==> config.mk <==
export PLATFORM = sky130hd
export DESIGN_NAME = hanoi_move_engine
export DESIGN_NICKNAME = d
export VERILOG_FILES = /design/src/rtl/hanoi_move_engine.sv
export SDC_FILE = /design/constraint.sdc
export NUM_CORES = 1
export LEC_CHECK = 0
export ABC_AREA = 1
export ABC_CLOCK_PERIOD_IN_PS = 15370
export CAP_MARGIN = 20
export CORE_MARGIN = 1.5
export CORE_UTILIZATION = 55
export DETAILED_ROUTE_END_ITERATION = 12
export PLACE_DENSITY_LB_ADDON = 0.1
export REMOVE_ABC_BUFFERS = 1
export SYNTH_ARGS = -nofsm -noshare
export SYNTH_HDL_FRONTEND = slang
export SYNTH_SLANG_ARGS = --single-unit
==> constraint.sdc <==
create_clock -name clk -period 15.37 [get_ports clk]
set_input_delay 2.3055 -clock clk [delete_from_list [all_inputs] [get_ports clk]]
set_output_delay 2.3055 -clock clk [all_outputs]
set_load 0.005 [all_outputs]
==> src/rtl/hanoi_move_engine.sv <==
// rtl/hanoi_move_engine.sv - parametrised Towers-of-Hanoi move/undo engine with history and solved flag
module hanoi_move_engine #(
    parameter int NUMBER_OF_RODS  = 3,
    parameter int NUMBER_OF_DISKS = 4,
    parameter int TARGET_ROD      = 2,
    parameter int HIST_DEPTH      = 8,
    parameter int CNT_W           = 16,
    localparam int ROD_W  = ($clog2(NUMBER_OF_RODS) > 1) ? $clog2(NUMBER_OF_RODS) : 1,
    localparam int DISK_W = $clog2(NUMBER_OF_DISKS + 1),
    localparam int LVL_W  = ($clog2(NUMBER_OF_DISKS) > 1) ? $clog2(NUMBER_OF_DISKS) : 1
) (
    input  logic              clk,
    input  logic              rst,
    input  logic              req_valid,
    output logic              req_ready,
    input  logic              req_undo,
    input  logic [ROD_W-1:0]  from_rod,
    input  logic [ROD_W-1:0]  to_rod,
    output logic              resp_valid,
    output logic [2:0]        resp_err,
    output logic [CNT_W-1:0]  move_count,
    output logic              solved,
    input  logic [ROD_W-1:0]  peek_rod,
    input  logic [LVL_W-1:0]  peek_lvl,
    output logic [DISK_W-1:0] peek_disk
);

    localparam int HP_W = ($clog2(HIST_DEPTH) > 1) ? $clog2(HIST_DEPTH) : 1;
    localparam int HC_W = $clog2(HIST_DEPTH + 1);

    localparam logic [2:0] ERR_OK      = 3'd0;
    localparam logic [2:0] ERR_RANGE   = 3'd1;
    localparam logic [2:0] ERR_SAME    = 3'd2;
    localparam logic [2:0] ERR_EMPTY   = 3'd3;
    localparam logic [2:0] ERR_LARGER  = 3'd4;
    localparam logic [2:0] ERR_NO_HIST = 3'd5;

    typedef enum logic [1:0] {
        S_IDLE = 2'd0,
        S_EXEC = 2'd1,
        S_RESP = 2'd2
    } state_t;

    state_t r_state;
    state_t w_next_state;

    // Game state: one slot per (rod, level), level 0 at the bottom
    logic [DISK_W-1:0] r_slot     [NUMBER_OF_RODS][NUMBER_OF_DISKS];
    logic [DISK_W-1:0] r_height   [NUMBER_OF_RODS];

    // Circular undo history; r_hist_wr points at the next free (or oldest) entry
    logic [ROD_W-1:0]  r_hist_from [HIST_DEPTH];
    logic [ROD_W-1:0]  r_hist_to   [HIST_DEPTH];
    logic [HP_W-1:0]   r_hist_wr;
    logic [HC_W-1:0]   r_hist_cnt;

    // Latched request
    logic              r_undo;
    logic [ROD_W-1:0]  r_from;
    logic [ROD_W-1:0]  r_to;

    logic [2:0]        r_err;
    logic [CNT_W-1:0]  r_count;
    logic              r_solved;

    logic              w_from_ok;
    logic              w_to_ok;
    logic [HP_W-1:0]   w_hist_newest;
    logic [HP_W-1:0]   w_hist_next;
    logic [ROD_W-1:0]  w_src;
    logic [ROD_W-1:0]  w_dst;
    logic [DISK_W-1:0] w_src_h;
    logic [DISK_W-1:0] w_dst_h;
    logic [LVL_W-1:0]  w_src_lvl;
    logic [LVL_W-1:0]  w_dst_top_lvl;
    logic [LVL_W-1:0]  w_dst_lvl;
    logic [DISK_W-1:0] w_src_top;
    logic [DISK_W-1:0] w_dst_top;
    logic [2:0]        w_err;
    logic              w_commit;
    logic [DISK_W-1:0] w_tgt_h_next;

    // Range checks and history pointer arithmetic for the latched request
    always_comb begin
        w_from_ok     = (32'(r_from) < NUMBER_OF_RODS);
        w_to_ok       = (32'(r_to) < NUMBER_OF_RODS);
        w_hist_newest = (r_hist_wr == '0) ? HP_W'(HIST_DEPTH - 1) : (r_hist_wr - 1'b1);
        w_hist_next   = (r_hist_wr == HP_W'(HIST_DEPTH - 1)) ? '0 : (r_hist_wr + 1'b1);
    end

    // Effective source/destination: undo reverses the newest history entry;
    // out-of-range rods are steered to rod 0 so array reads stay in bounds
    always_comb begin
        if (r_undo) begin
            w_src = r_hist_to[w_hist_newest];
            w_dst = r_hist_from[w_hist_newest];
        end else begin
            w_src = w_from_ok ? r_from : '0;
            w_dst = w_to_ok   ? r_to   : '0;
        end
        w_src_h       = r_height[w_src];
        w_dst_h       = r_height[w_dst];
        w_src_lvl     = (w_src_h != '0) ? LVL_W'(w_src_h - 1'b1) : '0;
        w_dst_top_lvl = (w_dst_h != '0) ? LVL_W'(w_dst_h - 1'b1) : '0;
        w_dst_lvl     = LVL_W'(w_dst_h);
        w_src_top     = r_slot[w_src][w_src_lvl];
        w_dst_top     = r_slot[w_dst][w_dst_top_lvl];
    end

    // Legality check, first matching rule wins
    always_comb begin
        w_err = ERR_OK;
        if (r_undo) begin
            if (r_hist_cnt == '0) begin
                w_err = ERR_NO_HIST;
            end
        end else if (!w_from_ok || !w_to_ok) begin
            w_err = ERR_RANGE;
        end else if (r_from == r_to) begin
            w_err = ERR_SAME;
        end else if (w_src_h == '0) begin
            w_err = ERR_EMPTY;
        end else if ((w_dst_h != '0) && (w_src_top > w_dst_top)) begin
            w_err = ERR_LARGER;
        end
        w_commit = (r_state == S_EXEC) && (w_err == ERR_OK);
    end

    // Target rod height after this commit, used to refresh the solved flag
    always_comb begin
        w_tgt_h_next = r_height[TARGET_ROD];
        if (w_commit) begin
            if (w_dst == ROD_W'(TARGET_ROD)) begin
                w_tgt_h_next = r_height[TARGET_ROD] + 1'b1;
            end else if (w_src == ROD_W'(TARGET_ROD)) begin
                w_tgt_h_next = r_height[TARGET_ROD] - 1'b1;
            end
        end
    end

    // FSM state register
    always_ff @(posedge clk or posedge rst) begin
        if (rst) begin
            r_state <= S_IDLE;
        end else begin
            r_state <= w_next_state;
        end
    end

    // FSM next-state: one request walks IDLE -> EXEC -> RESP -> IDLE
    always_comb begin
        w_next_state = r_state;
        case (r_state)
            S_IDLE:  if (req_valid) w_next_state = S_EXEC;
            S_EXEC:  w_next_state = S_RESP;
            S_RESP:  w_next_state = S_IDLE;
            default: w_next_state = S_IDLE;
        endcase
    end

    // FSM outputs: ready only while idle, response pulse only in RESP
    always_comb begin
        req_ready  = (r_state == S_IDLE);
        resp_valid = (r_state == S_RESP);
    end

    // Datapath: latch on accept, commit rods/history/counter on EXEC -> RESP
    always_ff @(posedge clk or posedge rst) begin
        if (rst) begin
            for (int r = 0; r < NUMBER_OF_RODS; r++) begin
                for (int l = 0; l < NUMBER_OF_DISKS; l++) begin
                    r_slot[r][l] <= (r == 0) ? DISK_W'(NUMBER_OF_DISKS - l) : '0;
                end
                r_height[r] <= (r == 0) ? DISK_W'(NUMBER_OF_DISKS) : '0;
            end
            for (int h = 0; h < HIST_DEPTH; h++) begin
                r_hist_from[h] <= '0;
                r_hist_to[h]   <= '0;
            end
            r_hist_wr  <= '0;
            r_hist_cnt <= '0;
            r_undo     <= 1'b0;
            r_from     <= '0;
            r_to       <= '0;
            r_err      <= ERR_OK;
            r_count    <= '0;
            r_solved   <= (TARGET_ROD == 0);
        end else begin
            if ((r_state == S_IDLE) && req_valid) begin
                r_undo <= req_undo;
                r_from <= from_rod;
                r_to   <= to_rod;
            end
            if (r_state == S_EXEC) begin
                r_err    <= w_err;
                r_solved <= (w_tgt_h_next == DISK_W'(NUMBER_OF_DISKS));
                if (w_err == ERR_OK) begin
                    r_slot[w_dst][w_dst_lvl] <= w_src_top;
                    r_slot[w_src][w_src_lvl] <= '0;
                    r_height[w_src]          <= w_src_h - 1'b1;
                    r_height[w_dst]          <= w_dst_h + 1'b1;
                    if (r_undo) begin
                        r_hist_wr  <= w_hist_newest;
                        r_hist_cnt <= r_hist_cnt - 1'b1;
                        if (r_count != '0) begin
                            r_count <= r_count - 1'b1;
                        end
                    end else begin
                        r_hist_from[r_hist_wr] <= r_from;
                        r_hist_to[r_hist_wr]   <= r_to;
                        r_hist_wr              <= w_hist_next;
                        if (r_hist_cnt != HC_W'(HIST_DEPTH)) begin
                            r_hist_cnt <= r_hist_cnt + 1'b1;
                        end
                        if (r_count != {CNT_W{1'b1}}) begin
                            r_count <= r_count + 1'b1;
                        end
                    end
                end
            end
        end
    end

    // Registered status outputs
    always_comb begin
        resp_err   = r_err;
        move_count = r_count;
        solved     = r_solved;
    end

    // Combinational peek into the rod array; 0 outside the board
    always_comb begin
        peek_disk = '0;
        if ((32'(peek_rod) < NUMBER_OF_RODS) && (32'(peek_lvl) < NUMBER_OF_DISKS)) begin
            peek_disk = r_slot[peek_rod][peek_lvl];
        end
    end

endmodule

==> impl_metrics.json <==
{
  "most_common_cell_after_layout_fill_and_taps_aside": "nand2_1",
  "hold_class": "register to register",
  "relative_area_change_from_synthesis_to_final_layout_pct": 8.48,
  "status": "finished clean",
  "max_freq_mhz": 126,
  "grt_antenna_before_repair": 0,
  "grt_util_all_layers_pct": 29.8,
  "netlist.area_leader.share_pct": 32.8,
  "layout_common_cells": "nand2_1, inv_1, dfrtp_1, nor2_1, o21ai_0",
  "worstMarginPinSlew_ps": 859,
  "worstPathMaxFanout": 48,
  "maxSlewViolCount": 0,
  "rr_endpoint": "move_count[5]$_DFFE_PP0P_",
  "timing.critical_path.from_type": "register",
  "worst_hold_path.endpoint": "resp_err[1]$_DFFE_PP0N_",
  "setup_viol": 0,
  "die_area_um2": 15300,
  "dieWidth_um": 124,
  "seq_area_frac_synth_pct": 34.7,
  "maximum_capacitance_violations": 0,
  "crit-reg2reg-launch": "r_hist_wr[0]$_DFFE_PP0P_",
  "finalClockSkew_ps": 12.0,
  "worst_path_max_delay_cell": "dfrtp_1",
  "antenna_left": 0,
  "globalRouteOverflowTotal": 0,
  "dp_hpwl_mm": 15.9,
  "hold_start": "resp_err[1]$_DFFE_PP0N_",
  "yosys_register_bits": 111,
  "min_delay_path_depth": 2,
  "setup_slack_of_the_worst_register_to_register_path_ps": 7430,
  "clk_pin_slew_ps": 70,
  "synth_area_leader_cell": "dfrtp_1",
  "synthesis.instances": 1139,
  "nNetsFinal": 1197,
  "synth.cell_area_um2": 8020,
  "core_um2": 14000,
  "cts_made_buffers": 9,
  "number_of_hold_buffers_added_after_cts": 0,
  "timing.critical_path.slowest_cell_delay_ps": 740,
  "worst_path_dominant_cell_family": "simple AND/OR/NAND/NOR gates",
  "die_h_um": 124,
  "vias": 7416,
  "crit_share_post_route_pct": 51.6,
  "timing.setup.critical_path_class": "register to register",
  "clock_latency_ps": 360,
  "via_per_inst": 5.55,
  "synthesis.area_per_instance_um2": 7.04,
  "drt_iter0_drc": 676,
  "clock-root-buffer": "clkbuf_16",
  "post_cts.resized_instances": 0,
  "antenna_cells": 0,
  "drt_pre_antenna_iters": 5,
  "htree_levels": 3,
  "timing.slew.headroom_pct": 42.6,
  "cp.required_ps": 15620,
  "critPathBufInv": 5,
  "grt_pass1_wl_mm": 35.2,
  "max-clock-path-buffers": 2,
  "place.port_buffers": 36,
  "synthTopCellsByArea": "dfrtp_1, nand2_1, o21ai_0",
  "final_layout_size_suffix_gt1_share_pct": 7.69,
  "routed_wirelength_mm": 21.6,
  "post_cts_setup_buffer_count": 0,
  "first_global_vias": 6799,
  "finalHoldViolCount": 0,
  "synthesis.yosys.warnings": 0,
  "reg2reg_depth": 29,
  "pin_count": 37,
  "maximum_number_of_pins_on_one_net_before_global_route_repair": 68,
  "initial_utilization_pct": 57.1,
  "crit_path_frequent_cell": "nand2_1",
  "cp_data_arrival_time_ps": 8190,
  "clkSinkCount": 111,
  "worst-path-stages": 29,
  "setup_tns_ps": 0,
  "endpoint_kind": "register",
  "placementRows": 43,
  "unrepaired_setup_endpoints_after_global_routing": "no",
  "fin_crit_ps": 7940,
  "synth.distinct_cells": 52,
  "post-route-drc-count": 0,
  "tritoncts": "done",
  "gp_congestion": 0.964,
  "wl_per_cell_um": 16.2
}
-- logic make-up after synthesis --
kind of cell | count (synthesis) | synth area share, %
simple gates | 599 | 33.4
compound gates | 220 | 16.0
xor+xnor | 19 | 2.07
fa+ha+maj | 32 | 5.18
flops | 111 | 34.7
buf+inv | 158 | 8.58
-- final cells by class --
type / count / area (um^2)
Fill cell: 1337 / 5340
Clock inverter: 5 / 65.1
Tap cell: 180 / 225
Multi-Input combinational cell: 870 / 4550
Inverter: 123 / 464
Timing Repair Buffer: 38 / 375
Clock buffer: 10 / 239
Sequential cell: 111 / 2790
-- sequential cells by signal (all words and copies together), names as in the netlist, 3 cells and up --
register,cells
move_count,16
r_height,9
r_hist_cnt,4
r_hist_from,16
r_hist_to,16
r_hist_wr,3
r_slot,36
resp_err,3
-- metrics by stage --
| step | setup WS [ps] | cell area (um^2) | std cells | hold WS (ps) | utilization [%] |
|---|---|---|---|---|---|
| 3_3_place_gp | 7860 | 8400 | 1322 | 466 | 59.8 |
| 2_1_floorplan | 9190 | 7800 | 1104 | 449 | - |
| 3_5_place_dp | 7590 | 8400 | 1322 | 468 | 59.8 |
| 5_1_grt | 6690 | 8700 | 1337 | 501 | 62.0 |
| 4_1_cts | 7550 | 8700 | 1337 | 489 | 62.0 |
| 6_report | 7430 | 8700 | 1337 | 489 | 62.0 |
-- worst reg2reg max path, delay by kind of cell (launching register included) --
kind,cells,cell delay [ps]
flops,1,740
simple gates,16,3960
fa+ha+maj,4,920
compound gates,4,970
buf+inv,5,1250
-- layer usage --
metal  routed length [um]  vias up  track usage, %
li1                     -     3755               -
met1                10500     3373            44.1
met2                 9060      240            43.5
met3                 1550       48            6.64
met4                  522        0            8.84
met5                    0        -               0
-- how the worst max path moves through the flow --
stage | start | to
2_1_floorplan | r_hist_wr[0]$_DFFE_PP0P_ | move_count[11]$_DFFE_PP0P_
3_3_place_gp | r_hist_wr[0]$_DFFE_PP0P_ | move_count[4]$_DFFE_PP0P_
3_5_place_dp | r_hist_wr[0]$_DFFE_PP0P_ | move_count[5]$_DFFE_PP0P_
4_1_cts | r_hist_wr[0]$_DFFE_PP0P_ | move_count[5]$_DFFE_PP0P_
5_1_grt | r_hist_wr[0]$_DFFE_PP0P_ | move_count[10]$_DFFE_PP0P_
6_report | r_hist_wr[0]$_DFFE_PP0P_ | move_count[5]$_DFFE_PP0P_
-- cells in the mapped netlist (all sizes together) --
cell	instances
nand2	371
inv	122
nor2	113
o21ai	113
dfrtp	105
nand3	81
a21oi	37
ha	30
buf	27
o21a	19
o22ai	18
nand4	13
o211ai	11
xnor2	10
nor3	9
xor2	9
clkbuf	8
a211oi	7
dfstp	6
or2	6
nor4	5
o31ai	3
a22oi	2
a31oi	2
fa	2
o21bai	2
o221ai	2
a221oi	1
a22o	1
a41oi	1
and2	1
clkinv	1
o221a	1
Power is not shown: default switching activity piles up to over one toggle a cycle in this logic, so the estimate is an artifact.
